[src/rtl/game_pkg.sv]
// Shared game definitions: mode codes, song-level state encoding and default song limits.
// Also used by the scrolling display stage.
package game_pkg;

  localparam logic [2:0] MODE_LOAD = 3'd3;
  localparam logic [2:0] MODE_PLAY = 3'd4;

  typedef enum logic [1:0] {
    IDLE = 2'd0,
    PLAY = 2'd1,
    WIN  = 2'd2,
    LOSE = 2'd3
  } state_t;

  localparam int SONG_STEPS_DEF  = 39;
  localparam int MISS_LIMIT_DEF  = 8;
  localparam int COMBO_BONUS_DEF = 8;
  localparam int SCORE_W_DEF     = 10;

  // Saturating add of a per-step miss count (0..2) onto the 4-bit miss counter.
  function automatic logic [3:0] sat_add_u4(input logic [3:0] a, input logic [1:0] b);
    logic [4:0] sum;
    sum = {1'b0, a} + {3'b000, b};
    if (sum[4]) begin
      sat_add_u4 = 4'd15;
    end else begin
      sat_add_u4 = sum[3:0];
    end
  endfunction

endpackage

[src/rtl/press_latch.sv]
// Per-lane button edge detector with a sticky press latch that lives for one scroll step.
// pressed also reflects an edge in the current cycle so a press on the closing cycle still counts.
module press_latch (
  input  logic clk,
  input  logic n_rst,
  input  logic en,
  input  logic clr,
  input  logic pb,
  output logic pressed
);

  logic pb_prev_r;
  logic latch_r;
  logic edge_s;

  assign edge_s = pb & ~pb_prev_r;

  // Button history and sticky latch; clear wins so a same-cycle edge does not carry over.
  always_ff @(posedge clk) begin
    if (!n_rst) begin
      pb_prev_r <= 1'b0;
      latch_r   <= 1'b0;
    end else begin
      pb_prev_r <= pb;
      if (clr) begin
        latch_r <= 1'b0;
      end else if (en && edge_s) begin
        latch_r <= 1'b1;
      end else begin
        latch_r <= latch_r;
      end
    end
  end

  assign pressed = latch_r | (en & edge_s);

endmodule

[src/rtl/hit_judge.sv]
// Judges each scroll step's hit-zone bits against latched presses, keeping score/combo/misses
// and the song-level IDLE/PLAY/WIN/LOSE state. All outputs are registered.
module hit_judge
  import game_pkg::*;
#(
  parameter int MISS_LIMIT  = MISS_LIMIT_DEF,
  parameter int SONG_STEPS  = SONG_STEPS_DEF,
  parameter int COMBO_BONUS = COMBO_BONUS_DEF,
  parameter int SCORE_W     = SCORE_W_DEF
) (
  input  logic               clk,
  input  logic               n_rst,
  input  logic [2:0]         mode,
  input  logic               scroll,
  input  logic               zone1,
  input  logic               zone2,
  input  logic               pb1,
  input  logic               pb2,
  output logic [SCORE_W-1:0] score,
  output logic [6:0]         combo,
  output logic [3:0]         misses,
  output logic [1:0]         hit_flash,
  output logic [1:0]         state
);

  localparam int                  STEP_W    = $clog2(SONG_STEPS + 1);
  localparam logic [3:0]          MISS_LIM  = 4'(MISS_LIMIT);
  localparam logic [STEP_W-1:0]   STEPS_END = STEP_W'(SONG_STEPS);
  localparam logic [6:0]          BONUS_MIN = 7'(COMBO_BONUS);
  localparam logic [SCORE_W-1:0]  SCORE_MAX = {SCORE_W{1'b1}};
  localparam logic [STEP_W-1:0]   STEP_ONE  = {{(STEP_W-1){1'b0}}, 1'b1};

  state_t               state_r, state_nxt_s;
  logic [SCORE_W-1:0]   score_r, score_nxt_s;
  logic [6:0]           combo_r, combo_nxt_s;
  logic [3:0]           misses_r, misses_nxt_s;
  logic [1:0]           flash_r, flash_nxt_s;
  logic [STEP_W-1:0]    step_r, step_nxt_s;

  logic                 load_s, en_s, judge_s, clr_s;
  logic                 p1_s, p2_s;
  logic [1:0]           hit_s, miss_s;
  logic [1:0]           h_s, m_s;
  logic [2:0]           gain_s;
  logic [SCORE_W:0]     score_sum_s;
  logic [SCORE_W-1:0]   score_upd_s;
  logic [7:0]           combo_sum_s;
  logic [6:0]           combo_upd_s;
  logic [3:0]           misses_upd_s;
  logic [STEP_W-1:0]    step_upd_s;

  // Presses are only collected while actively playing; pausing freezes them.
  assign load_s  = (mode == MODE_LOAD);
  assign en_s    = (state_r == PLAY) && (mode == MODE_PLAY);
  assign judge_s = en_s && scroll;
  assign clr_s   = load_s || judge_s;

  press_latch u_lane1 (
    .clk     (clk),
    .n_rst   (n_rst),
    .en      (en_s),
    .clr     (clr_s),
    .pb      (pb1),
    .pressed (p1_s)
  );

  press_latch u_lane2 (
    .clk     (clk),
    .n_rst   (n_rst),
    .en      (en_s),
    .clr     (clr_s),
    .pb      (pb2),
    .pressed (p2_s)
  );

  // A press with no note is a wrong press, so a lane misses whenever zone and press disagree.
  assign hit_s  = {zone1 & p1_s, zone2 & p2_s};
  assign miss_s = {zone1 ^ p1_s, zone2 ^ p2_s};
  assign h_s    = {1'b0, hit_s[1]} + {1'b0, hit_s[0]};
  assign m_s    = {1'b0, miss_s[1]} + {1'b0, miss_s[0]};

  assign gain_s      = (combo_r >= BONUS_MIN) ? {h_s, 1'b0} : {1'b0, h_s};
  assign score_sum_s = {1'b0, score_r} + {{(SCORE_W-2){1'b0}}, gain_s};
  assign score_upd_s = score_sum_s[SCORE_W] ? SCORE_MAX : score_sum_s[SCORE_W-1:0];

  assign combo_sum_s = {1'b0, combo_r} + {6'b000000, h_s};
  assign combo_upd_s = (m_s != 2'd0) ? 7'd0 :
                       (combo_sum_s[7] ? 7'd127 : combo_sum_s[6:0]);

  assign misses_upd_s = sat_add_u4(misses_r, m_s);
  assign step_upd_s   = step_r + STEP_ONE;

  // Next-state and next-counter logic; load mode overrides everything.
  always_comb begin
    state_nxt_s  = state_r;
    score_nxt_s  = score_r;
    combo_nxt_s  = combo_r;
    misses_nxt_s = misses_r;
    flash_nxt_s  = flash_r;
    step_nxt_s   = step_r;
    if (load_s) begin
      state_nxt_s  = IDLE;
      score_nxt_s  = {SCORE_W{1'b0}};
      combo_nxt_s  = 7'd0;
      misses_nxt_s = 4'd0;
      flash_nxt_s  = 2'b00;
      step_nxt_s   = {STEP_W{1'b0}};
    end else begin
      case (state_r)
        IDLE: begin
          if (mode == MODE_PLAY) begin
            state_nxt_s = PLAY;
          end else begin
            state_nxt_s = IDLE;
          end
        end
        PLAY: begin
          if (judge_s) begin
            score_nxt_s  = score_upd_s;
            combo_nxt_s  = combo_upd_s;
            misses_nxt_s = misses_upd_s;
            flash_nxt_s  = hit_s;
            step_nxt_s   = step_upd_s;
            // Losing takes precedence when the last step also brings the miss limit.
            if (misses_upd_s >= MISS_LIM) begin
              state_nxt_s = LOSE;
            end else if (step_upd_s == STEPS_END) begin
              state_nxt_s = WIN;
            end else begin
              state_nxt_s = PLAY;
            end
          end else begin
            state_nxt_s = PLAY;
          end
        end
        WIN, LOSE: begin
          state_nxt_s = state_r;
        end
        default: begin
          state_nxt_s = IDLE;
        end
      endcase
    end
  end

  // State and counter registers.
  always_ff @(posedge clk) begin
    if (!n_rst) begin
      state_r  <= IDLE;
      score_r  <= {SCORE_W{1'b0}};
      combo_r  <= 7'd0;
      misses_r <= 4'd0;
      flash_r  <= 2'b00;
      step_r   <= {STEP_W{1'b0}};
    end else begin
      state_r  <= state_nxt_s;
      score_r  <= score_nxt_s;
      combo_r  <= combo_nxt_s;
      misses_r <= misses_nxt_s;
      flash_r  <= flash_nxt_s;
      step_r   <= step_nxt_s;
    end
  end

  assign score     = score_r;
  assign combo     = combo_r;
  assign misses    = misses_r;
  assign hit_flash = flash_r;
  assign state     = state_r;

endmodule

[config.mk]
export PLATFORM = sky130hd
export DESIGN_NAME = hit_judge
export DESIGN_NICKNAME = d
export VERILOG_FILES = /design/src/rtl/game_pkg.sv /design/src/rtl/press_latch.sv /design/src/rtl/hit_judge.sv
export SDC_FILE = /design/constraint.sdc
export NUM_CORES = 1
export LEC_CHECK = 0
export BUFFER_PORTS_ARGS = -buffer_cell sky130_fd_sc_hd__buf_2
export CORE_UTILIZATION = 50
export CTS_CLUSTER_SIZE = 25
export DETAILED_ROUTE_END_ITERATION = 12
export PLACE_DENSITY = 0.82
export SYNTH_ARGS = -nofsm -noshare
export SYNTH_HDL_FRONTEND = slang
export SYNTH_SLANG_ARGS = --single-unit
[constraint.sdc]
create_clock -name clk -period 6.9 [get_ports clk]
set_input_delay 1.38 -clock clk [delete_from_list [all_inputs] [get_ports clk]]
set_output_delay 1.38 -clock clk [all_outputs]
set_load 0.02 [all_outputs]
Word level (Yosys, flattened, before mapping)
Index checks and enable logic that the tools add are counted.
- register bits after elaboration: 35
- bits of input ports: 10
- output and inout port bits: 25
- word-level logic and storage cells: 58
- add/sub/neg operators: 6
- $lt $le $gt $ge: 2
- eq/ne operators: 6
- muxes and demuxes: 10
- bitwise operators: 13
- reduce and logical (&&, ||, !) cells: 11
- operators with widths (cell ; number):
    7-bit two-way mux ; 2
    10-bit by 3-bit adder with 11-bit output ; 1
    10-bit two-way mux ; 1
    7-bit by 2-bit adder with 8-bit output ; 1
    7-bit by 4-bit >= comparator with 1-bit output, second input constant ; 1
    6-bit by 1-bit adder with 6-bit output, second input constant ; 1
    1-bit AND ; 6
    6-bit equality test, second input constant ; 1
    2-bit two-way mux ; 3
    2-bit OR reduction ; 3
    4-bit by 2-bit adder with 5-bit output ; 1
    1-bit by 1-bit adder with 2-bit output ; 2
    2-bit equality test, second input constant ; 2
    4-bit >= comparator, second input constant ; 1
    1-bit logical AND ; 4
    4-bit two-way mux ; 1
    2-bit case mux with 2 select lines ; 1
    3-bit by 2-bit equality test with 1-bit output, second input constant ; 1
    3-bit equality test, second input constant ; 1
    3-bit two-way mux ; 1
    1-bit inverter ; 3
    2-bit by 1-bit equality test with 1-bit output, second input constant ; 1
    2-bit logical NOT ; 1
    1-bit OR ; 2
    other kinds (5) ; 6

Logic depth before layout (Yosys ltp)
Gate-level depths: netlist of the first run.
- depth after elaboration: 12
- depth in mapped cells: 13
- depth with buffers taken out: 12

Cells and area by module
Synthesis of the first run repeated with hierarchy kept, for this count alone.
- cell total of the unflattened synthesis: 232
- area, all modules: 2006.9 um2
- modules (own cells, without submodules) (module ; instances ; cells each ; area each (um2) ; sequential area each (um2)):
    hit_judge ; 1 ; 216 ; 1861.8 ; 620.6
    press_latch ; 2 ; 8 ; 72.6 ; 40.0

Worst setup path after synthesis of the first run
Ideal clock, no wire load.
- path type: input-to-reg
- start: in mode[0]
- end: reg score_r[9], in the netlist score[9]
- setup time: 86 ps
- arrival time: 4110 ps
- data required time: 6814 ps
- setup slack: 2704 ps
- stages on the path: 12
- buffers on the path: 1
- path through: or3b_1 buf_2 nor3b_2 a31o_2 ha_1 ha_1 mux2_2 ha_1 a21o_1 a21oi_1 or4_1 a211oi_1
- longest elaborated chain between the ends: 9
- elaborated cells on any way between the ends: 16
- classes of those cells: add/sub: 2; eq/ne: 2; mux: 2; bitwise: 6; reduce/logical: 4
- ends and longest elaborated chain (what ; RTL line ; RTL):
    start, declared ; hit_judge.sv:13 ; input logic [2:0] mode,
    3-bit equality test ; hit_judge.sv:54 ; assign en_s = (state_r == PLAY) && (mode == MODE_PLAY);
    1-bit logical AND ; hit_judge.sv:54 ;
    1-bit AND ; press_latch.sv:35 ; assign pressed = latch_r | (en & edge_s);
    1-bit OR ; press_latch.sv:35 ;
    1-bit AND ; hit_judge.sv:77 ; assign hit_s = {zone1 & p1_s, zone2 & p2_s};
    named net hit_s[0] ; hit_judge.sv:42 ; logic [1:0] hit_s, miss_s;
    1-bit by 1-bit adder with 2-bit output ; hit_judge.sv:79 ; assign h_s = {1'b0, hit_s[1]} + {1'b0, hit_s[0]};
    3-bit two-way mux ; hit_judge.sv:82 ; assign gain_s = (combo_r >= BONUS_MIN) ? {h_s, 1'b0} : {1'b0, h_s};
    10-bit by 3-bit adder with 11-bit output ; hit_judge.sv:83 ; assign score_sum_s = {1'b0, score_r} + {{(SCORE_W-2){1'b0}}, gain_s};
    10-bit two-way mux ; hit_judge.sv:84 ; assign score_upd_s = score_sum_s[SCORE_W] ? SCORE_MAX : score_sum_s[SCORE_W-1:0];
    end signal, assigned ; hit_judge.sv:150 ; score_r <= {SCORE_W{1'b0}};
    end signal, assigned ; hit_judge.sv:157 ; score_r <= score_nxt_s;
    end, declared ; hit_judge.sv:34 ; logic [SCORE_W-1:0] score_r, score_nxt_s;
The timed path passes the listed nets, and every way through them passes these cells.
A chain may end at the register's enable or synchronous reset.

Worst setup path after layout of the first run
Same ends and word-level chain as after synthesis.

==> results.toml, run 1 <==
[global_route]
grt_first_pass_wirelength_mm = 7.07
grt_util_all_layers = 0.214
globalRoute.totalOverflow = 0
first_global_vias = 1654
grt_start_max_net_pins = 33
initial_antenna_violation_count = 0

[sta]
final-max-slew-violation-count = 0
relSlewSlack = 0.273
fin_crit_ns = 4.33
fin_worst_hold_slack_ns = 0.470
final.setup_skew_ns = 0.00503
worst_slew_pin_slew_ns = 1.09
timing.final.setup_violations = 0
achievable-frequency_mhz = 231
setup_total_negative_slack_ns = 0
grt_setup_unrepaired = "no"
fin_crit_sh = 0.628
final_hold_viol_count = 0

[final_layout]
layout_common_cells = "dfxtp_1 (35), buf_2 (34), nand2_1 (21)"
flow.area_growth_from_synthesis_pct = 15.8
layout_commonest_cell = "dfxtp_1"
drive_gt1_frac = 0.195
antenna-diode-count = 0
design.final.nets = 293
total_of_fill_cells_in_the_finished_design = 327

[synthesis]
yosysTopAreaCellShare = 0.346
synth_cells = 233
synth_top_cell_by_area = "dfxtp_1"
synth-edff-count = 0
netlist_top_cells_area = "dfxtp_1 (35%), ha_1 (8.7%), nand2_1 (3.9%), inv_1 (3.5%), a21oi_1 (3.2%)"
ys_dominant_reg_cell = "dfxtp_1"
synth.distinct_cells = 53
async_flop_share = 0
ys_warn_count = 0
postSynthRegisterBits = 35
seq_area_frac_synth = 0.346
syn_area_mm2 = 0.00202
synth_fp_nets = 260
synth_area_per_cell_um2 = 8.68

[routing]
via_total_after_detailed_routing = 1804
postRouteAntennaNets = 0
drt-total-wl_mm = 4.25
detail_route.vias_per_cell = 5.73
route.detailed.drc = 0
drt-wirelength-per-cell_um = 13.5
number_of_search_and_repair_iterations_in_the_first_detailed_routing_pass = 4
drt_iter0_drc = 83

[clock_network]
cts_tree = "done"
clkLatencyLatePin_ns = 0.28
worst_setup_hold_path_clk_slew_ns = 0.07
tritoncts.num_buffers = 5
cts_max_path_buffers = 2
cts.sink_count = 35
cts_root_buf = "clkbuf_8"
cts.repair_timing.setup_buffer_count = 0
cts-resized-gates = 0
cts_htree_levels = 2
cts_hold_buffers = 0

[pwr]
switching_share = 0.198
p_switching_w = 0.0000877
power.combinational.fraction = 0.047
power.sequential.fraction = 0.461
power_per_cell_area_mw_per_mm2 = 189
cellLeakagePower_nw = 0.972
p_clk_frac = 0.492
peakVddDrop_mv = 0.138
intPower_w = 0.000355

[floorplanning]
core.rowCount = 22
top_level_ports = 35
die_h_um = 65.6
die_area_mm2 = 0.00430
dieWidth_um = 65.6
core_region_area_mm2 = 0.00377
initial_utilization = 0.536

[job]
drv.max_cap_violation_count = 0

[critical_path]
worstPathArrival_ns = 4.51
cp_data_required_time_ns = 7.08
crit_path_start_kind = "primary input"
worst-setup-path-type = "in -> reg"
worstPathMaxFanout = 8
end_kind = "flop"

[place]
port_buffers = 34
hpwlAfterDp_mm = 3.04
gp_congestion = 0.824

[run_status]
outcome = "finished, final reports clean"

[worst_hold_path]
timing.hold.worst.class = "reg -> reg"
flip-flops by register name (all words and copies together), names as in the netlist:
signal and count:
u_lane2.pb_prev_r 1, state 2, hit_flash 2, u_lane1.latch_r 1, u_lane2.latch_r 1, score 10, step_r 6, u_lane1.pb_prev_r 1
combo 7, misses 4
power by group through the flow:
| stage | clock (W) | combinational, W | sequential [W] |
|---|---|---|---|
| after global placement | 0 | 0.0000206 | 0.000209 |
| after CTS | 0.000222 | 0.0000209 | 0.000204 |
| after global routing | 0.000230 | 0.0000233 | 0.000204 |
| final | 0.000218 | 0.0000209 | 0.000204 |
| after detailed placement | 0 | 0.0000207 | 0.000209 |
| after floorplan | 0 | 0.0000134 | 0.000209 |
cell usage after synthesis (3+ instances only):
master,number
a21oi_1,13
and2_1,4
a31oi_1,10
or4_1,3
nand2_1,21
nor2_1,15
and3b_1,4
nor4_1,3
ha_1,14
inv_1,19
a21o_1,4
o21ai_0,3
a211oi_1,6
xnor2_1,6
o41ai_1,3
dfxtp_1,35
nor3b_1,3
nor3_1,10
clkbuf_1,3
nand4_1,4
o211ai_1,3
fa_1,3
nand3_1,8
per-layer routing:
layer	global-route usage	share of wire
met4	0.0897	0.0073
met5	0	0
met3	0.0538	0.035
met1	0.242	0.46
met2	0.378	0.50
final cells by class:
class                      instances  area [um2]  area share
clock buffer                       6        72.6      0.0310
clock inverter                     2        60.1      0.0256
sequential                        35         701       0.299
tap                               48        60.1      0.0256
multi-input combinational        171        1210       0.515
inverter                          19        71.3      0.0304
timing repair buffer              34         170      0.0726
per-stage QoR:
stage | total power (W) | instances | setup WS [ns] | cell area [um2] | utilization
after floorplan | 0.000222 | 233 | 2.70 | 2020 | -
after global placement | 0.000229 | 307 | 2.38 | 2210 | 0.586
after detailed placement | 0.000229 | 307 | 2.28 | 2210 | 0.586
after CTS | 0.000446 | 315 | 2.58 | 2340 | 0.621
after global routing | 0.000457 | 315 | 2.39 | 2340 | 0.621
final | 0.000443 | 315 | 2.57 | 2340 | 0.621
final timing paths:
kind                            depth (start not counted)  slack [ns]                      start                        end
worst max register to register                         11        3.40      state[1]$_SDFFE_PP0N_      score[9]$_SDFFE_PP0P_
worst min-delay path                                    2        0.47  hit_flash[0]$_SDFFE_PP0P_  hit_flash[0]$_SDFFE_PP0P_
worst min register to register                          2        0.47  hit_flash[0]$_SDFFE_PP0P_  hit_flash[0]$_SDFFE_PP0P_
worst max-delay path                                   12        2.57                    mode[0]      score[9]$_SDFFE_PP0P_
cells by family (layout without fill, tap and decap cells):
kind of cell	count (synthesis)	in the layout	share of synthesized area
AND/OR/NAND/NOR	89	89	0.249
multiplexers	2	2	0.0105
AO/OA/AOI/OAI	55	55	0.186
XOR/XNOR	8	8	0.0346
adder cells (fa/ha/maj)	17	17	0.116
buffers and inverters	27	61	0.0569
flip-flops	35	35	0.346
critical path, stage by stage:
cell,delay (ns)
buf_2,0.13
or3b_1,0.52
nor3b_2,0.25
a31o_2,0.19
ha_1,0.16
ha_1,0.26
mux2_2,0.30
ha_1,0.28
a21o_1,0.10
a21oi_1,0.15
or4_1,0.53
a211oi_1,0.24
(Power assumes the default switching activity.)
==> inputs of run 2 (changes only) <==
- PLACE_DENSITY: 0.82 -> 0.85
- clock period: 6.9 -> 3.85 ns (I/O delays scaled with it)
==> run 2 against run 1 <==
  * Core utilization down 0.46 points
  * Routed wire length down 2.0%
  * Clock-buffer cell count up 2
  * Sequential share of layout area up 0.23 points
  * Register-to-register slack worse by 2.9 ns
  * Sequential cell count unchanged
  * Clock skew up 0.00065 ns
  * Clock power up 35%
  * Die area unchanged
  * Cell area down 0.75%
  * Critical path type unchanged
==> results.toml, run 2 (synthesis gave the netlist of run 1 again) <==
[critical_path]
critical_path.cell_chain = "buf_2 > or3b_1 > nor3b_2 > a31o_2 > ha_1 > ha_1 > and2_1 > ha_1 > fa_1 > a21oi_1 > nor3_2 > nor4b_1 > a211oi_1"
worst-setup-path-type = "in -> reg"
path_delay_family = "simple AND/OR/NAND/NOR gates"
worstPathArrival_ns = 3.68
critical_path_depth = 13
worstRegToRegCells = 12
worstReg2RegStart = "state[1]$_SDFFE_PP0N_"
worstReg2RegEnd = "score[9]$_SDFFE_PP0P_"
critical_path.endpoint = "score[9]$_SDFFE_PP0P_"
timing.critical_path.mode_cell = "ha_1"
crit_path_start = "mode[0]"
critPathBufInv = 1
cp_data_required_time_ns = 3.97
timing.reg2reg.setup_slack_ns = 0.51
critical_path.slowest_cell = "fa_1"
crit_path_start_kind = "primary input"
worstPathMaxFanout = 4
end_kind = "flop"
max_stage_delay_ns = 0.41

[pwr]
intPower_w = 0.000542
power.sequential.fraction = 0.523
switching_share = 0.225
cellLeakagePower_nw = 0.967
p_clk_frac = 0.422
power.combinational.fraction = 0.055
fin_total_pwr_w = 0.000699
p_switching_w = 0.000157
power_per_cell_area_mw_per_mm2 = 301
peakVddDrop_mv = 0.151

[run_status]
outcome = "finished, final reports clean"

[final_layout]
drive_gt1_frac = 0.201
flow.area_growth_from_synthesis_pct = 14.9
layout_commonest_cell = "dfxtp_1"
finalCoreUtilization = 0.616
antenna-diode-count = 0
largest_reg_flops = 10
design.final.nets = 295
layout_common_cells = "dfxtp_1 (35), buf_2 (34), nand2_1 (21)"

[routing]
route.detailed.drc = 0
postRouteAntennaNets = 0
via_total_after_detailed_routing = 1816
drt-total-wl_mm = 4.16
detail_route.vias_per_cell = 5.73
drt-wirelength-per-cell_um = 13.1
number_of_search_and_repair_iterations_in_the_first_detailed_routing_pass = 4
drt_iter0_drc = 136

[clock_network]
tritoncts.num_buffers = 5
cts-resized-gates = 0
clkLatencyLatePin_ns = 0.29
cts_hold_buffers = 0
cts_max_path_buffers = 2
cts.repair_timing.setup_buffer_count = 0
cts_root_buf = "clkbuf_8"
cts.sink_count = 35
cts_htree_levels = 2
worst_setup_hold_path_clk_slew_ns = 0.07
cts_tree = "done"

[worst_hold_path]
timing.hold.worst.class = "reg -> reg"

[place]
port_buffers = 34
preCtsSetupSlack_ns = 0.0414
gp_congestion = 0.837
hpwlAfterDp_mm = 3.00

[floorplanning]
initial_utilization = 0.536
dieWidth_um = 65.6
core_region_area_mm2 = 0.00377
die_h_um = 65.6
die_area_mm2 = 0.00430
core.rowCount = 22
top_level_ports = 35

[sta]
relSlewSlack = 0.251
fin_crit_sh = 0.924
achievable-frequency_mhz = 281
fin_crit_ns = 3.56
final-max-slew-violation-count = 0
setup_total_negative_slack_ns = 0
layout_setup_ws_ns = 0.292
worst_slew_pin_slew_ns = 1.12
final_hold_viol_count = 0
final.setup_skew_ns = 0.00568
timing.final.setup_violations = 0
grt_setup_unrepaired = "no"

[global_route]
grt_util_all_layers = 0.218
grt_first_pass_wirelength_mm = 7.20
globalRoute.totalOverflow = 0
grt_start_max_net_pins = 33
initial_antenna_violation_count = 0
first_global_vias = 1676

[job]
drv.max_cap_violation_count = 0
[run 2: cell count changes in the layout (fill, tap and decap cells not counted)]
| cell | before | now |
|---|---|---|
| buf_4 | 0 | 2 |
| bufinv_16 | 2 | 0 |
| clkbuf_8 | 5 | 7 |
[run 2: per-stage QoR]
step	hold WS, ns	area [um2]	instances
6_report	0.476	2320	317
4_1_cts	0.475	2320	317
5_1_grt	0.504	2320	317
3_3_place_gp	0.456	2220	309
3_5_place_dp	0.465	2220	309
2_1_floorplan	0.507	2020	233
[run 2: worst reg2reg max path, delay by kind of cell, from the launching register on]
kind                       cells  cell delay, ns
DFF                            1            0.36
and+or+nand+nor                5            1.20
adders and majority gates      4            1.04
AOI/OAI and AO/OA              3            0.56
[run 2: routing by layer]
layer  vias to the layer above  share of wire  global-route usage
met4                         0          0.014              0.0734
met2                        40           0.47               0.362
met5                         -              0                   0
li1                        913              -                   -
met3                         8          0.041              0.0625
met1                       855           0.47               0.267
[run 2: cell type report]
cell class	instances	area, um2
well taps	48	60.1
repair buffers	36	185
multi-input cells	171	1210
clock buffers	8	100
fillers	314	1450
inverters	19	71.3
flip-flops and latches	35	701
[run 2: worst min-delay path by stage]
stage,end,cells past startpoint,start,slack [ns]
global route,hit_flash[1]$_SDFFE_PP0P_,2,hit_flash[1]$_SDFFE_PP0P_,0.50
global placement,hit_flash[0]$_SDFFE_PP0P_,2,hit_flash[0]$_SDFFE_PP0P_,0.46
detailed placement,hit_flash[0]$_SDFFE_PP0P_,2,hit_flash[0]$_SDFFE_PP0P_,0.46
CTS,hit_flash[1]$_SDFFE_PP0P_,2,hit_flash[1]$_SDFFE_PP0P_,0.48
finish,hit_flash[1]$_SDFFE_PP0P_,2,hit_flash[1]$_SDFFE_PP0P_,0.48
floorplan,step_r[5]$_SDFFE_PP0P_,2,step_r[5]$_SDFFE_PP0P_,0.51
[run 2: power by group through the flow]
stage | clock network, W | logic [W] | registers (W)
final | 0.000295 | 0.0000385 | 0.000366
after global routing | 0.000321 | 0.0000430 | 0.000366
after CTS | 0.000302 | 0.0000386 | 0.000366
after detailed placement | 0 | 0.0000384 | 0.000374
after global placement | 0 | 0.0000378 | 0.000374
after floorplan | 0 | 0.0000240 | 0.000375
==> inputs of run 3 (changes only) <==
- PLACE_DENSITY: 0.85 -> 0.81
==> run 3 against run 2 <==
  * Critical path depth stayed put
  * Non-clock buffer count is 1 higher
  * Die area is the same
  * Worst hold slack better by 0.0049 ns
==> results.toml, run 3 (synthesis gave the netlist of run 1 again) <==
[routing]
via_total_after_detailed_routing = 1811
postRouteAntennaNets = 0
drt-wirelength-per-cell_um = 13.6
detail_route.vias_per_cell = 5.69
number_of_search_and_repair_iterations_in_the_first_detailed_routing_pass = 4
drt_iter0_drc = 104
drt-total-wl_mm = 4.32
route.detailed.drc = 0

[sta]
final.setup_skew_ns = 0.0128
final_hold_viol_count = 0
final-max-slew-violation-count = 0
relSlewSlack = 0.252
achievable-frequency_mhz = 285
fin_crit_ns = 3.51
timing.final.setup_violations = 0
fin_worst_hold_slack_ns = 0.481
fin_crit_sh = 0.911
grt_setup_unrepaired = "no"
worst_slew_pin_slew_ns = 1.12
setup_total_negative_slack_ns = 0

[clock_network]
clkLatencyLatePin_ns = 0.29
cts.repair_timing.setup_buffer_count = 0
cts-resized-gates = 0
cts_root_buf = "clkbuf_8"
worst_setup_hold_path_clk_slew_ns = 0.08
cts.sink_count = 35
cts_hold_buffers = 0
tritoncts.num_buffers = 5
cts_htree_levels = 2
cts_tree = "done"
cts_max_path_buffers = 2

[critical_path]
worstPathArrival_ns = 3.63
cp_data_required_time_ns = 3.97
timing.reg2reg.setup_slack_ns = 0.54
worstReg2RegEnd = "score[9]$_SDFFE_PP0P_"
crit_path_start_kind = "primary input"
worst-setup-path-type = "in -> reg"
end_kind = "flop"
worstPathMaxFanout = 4
worstReg2RegStart = "state[1]$_SDFFE_PP0N_"
worstRegToRegCells = 12

[global_route]
first_global_vias = 1660
grt_start_max_net_pins = 33
grt_util_all_layers = 0.226
grt_first_pass_wirelength_mm = 7.49
initial_antenna_violation_count = 0
globalRoute.totalOverflow = 0

[pwr]
switching_share = 0.237
cellLeakagePower_nw = 0.961
intPower_w = 0.000506
peakVddDrop_mv = 0.151
p_switching_w = 0.000157
power.sequential.fraction = 0.552
power_per_cell_area_mw_per_mm2 = 286
p_clk_frac = 0.390
power.combinational.fraction = 0.059

[floorplanning]
die_area_mm2 = 0.00430
top_level_ports = 35
initial_utilization = 0.536
dieWidth_um = 65.6
die_h_um = 65.6
core.rowCount = 22
core_region_area_mm2 = 0.00377

[run_status]
outcome = "finished, final reports clean"

[final_layout]
design.final.nets = 296
flow.area_growth_from_synthesis_pct = 14.5
largest_reg_flops = 10
drive_gt1_frac = 0.204
layout_commonest_cell = "dfxtp_1"
layout_common_cells = "dfxtp_1 (35), buf_2 (34), nand2_1 (21)"
antenna-diode-count = 0

[job]
drv.max_cap_violation_count = 0

[worst_hold_path]
worst_hold_startpoint = "hit_flash[1]$_SDFFE_PP0P_"
min_delay_worst_endpoint = "hit_flash[1]$_SDFFE_PP0P_"
timing.hold.worst.class = "reg -> reg"
hold_path_depth = 2

[place]
port_buffers = 34
hpwlAfterDp_mm = 3.11
gp_congestion = 0.866
[run 3: cell types whose count changed in the layout (fill, tap and decap cells not counted), sizes merged]
cell | before | now
clkbuf | 8 | 6
clkinv | 0 | 1
clkinvlp | 0 | 1
buf | 36 | 37
[run 3: how the worst max path moves through the flow]
stage / start / endpoint / slack (ns)
CTS: mode[0] / score[9]$_SDFFE_PP0P_ / 0.34
global placement: mode[0] / score[9]$_SDFFE_PP0P_ / 0.13
detailed placement: mode[0] / score[9]$_SDFFE_PP0P_ / 0.08
finish: mode[0] / score[9]$_SDFFE_PP0P_ / 0.34
global route: mode[2] / score[9]$_SDFFE_PP0P_ / 0.09
floorplan: mode[0] / score[9]$_SDFFE_PP0P_ / 0.26
[run 3: metrics by stage]
stage / std cells / area, um2 / setup slack, ns / power, W / util
2_1_floorplan: 233 / 2020 / 0.264 / 0.000399 / -
3_3_place_gp: 310 / 2230 / 0.126 / 0.000412 / 0.592
3_5_place_dp: 310 / 2230 / 0.0828 / 0.000413 / 0.592
4_1_cts: 318 / 2320 / 0.341 / 0.000667 / 0.614
5_1_grt: 318 / 2320 / 0.0895 / 0.000691 / 0.614
6_report: 318 / 2320 / 0.342 / 0.000663 / 0.614
[run 3: area by class of cell]
| class | count | area [um2] |
|---|---|---|
| fillers | 319 | 1450 |
| multi-input cells | 171 | 1210 |
| flip-flops and latches | 35 | 701 |
| repair buffers | 37 | 193 |
| clock buffers | 6 | 72.6 |
| inverters | 19 | 71.3 |
| well taps | 48 | 60.1 |
| clock inverters | 2 | 12.5 |
[run 3: power groups by stage]
stage / Clock [W] / Combinational [W] / Sequential (W)
final: 0.000258 / 0.0000389 / 0.000366
after global routing: 0.000282 / 0.0000431 / 0.000366
after CTS: 0.000262 / 0.0000391 / 0.000365
after detailed placement: 0 / 0.0000387 / 0.000374
after global placement: 0 / 0.0000384 / 0.000374
after floorplan: 0 / 0.0000240 / 0.000375
[run 3: metal layers]
metal / routed length, um / track usage
met2: 2060 / 0.371
met5: 0 / 0
met1: 1970 / 0.286
met4: 58 / 0.0951
met3: 231 / 0.0451
[run 3: critical path: stages]
cell and delay, ns:
buf_2 0.10, or3b_1 0.38, nor3b_2 0.23, a31o_2 0.19, ha_1 0.19, ha_1 0.28, and2_1 0.16, ha_1 0.20
fa_1 0.40, a21oi_1 0.28, nor3_2 0.09, nor4b_1 0.27, a211oi_1 0.08
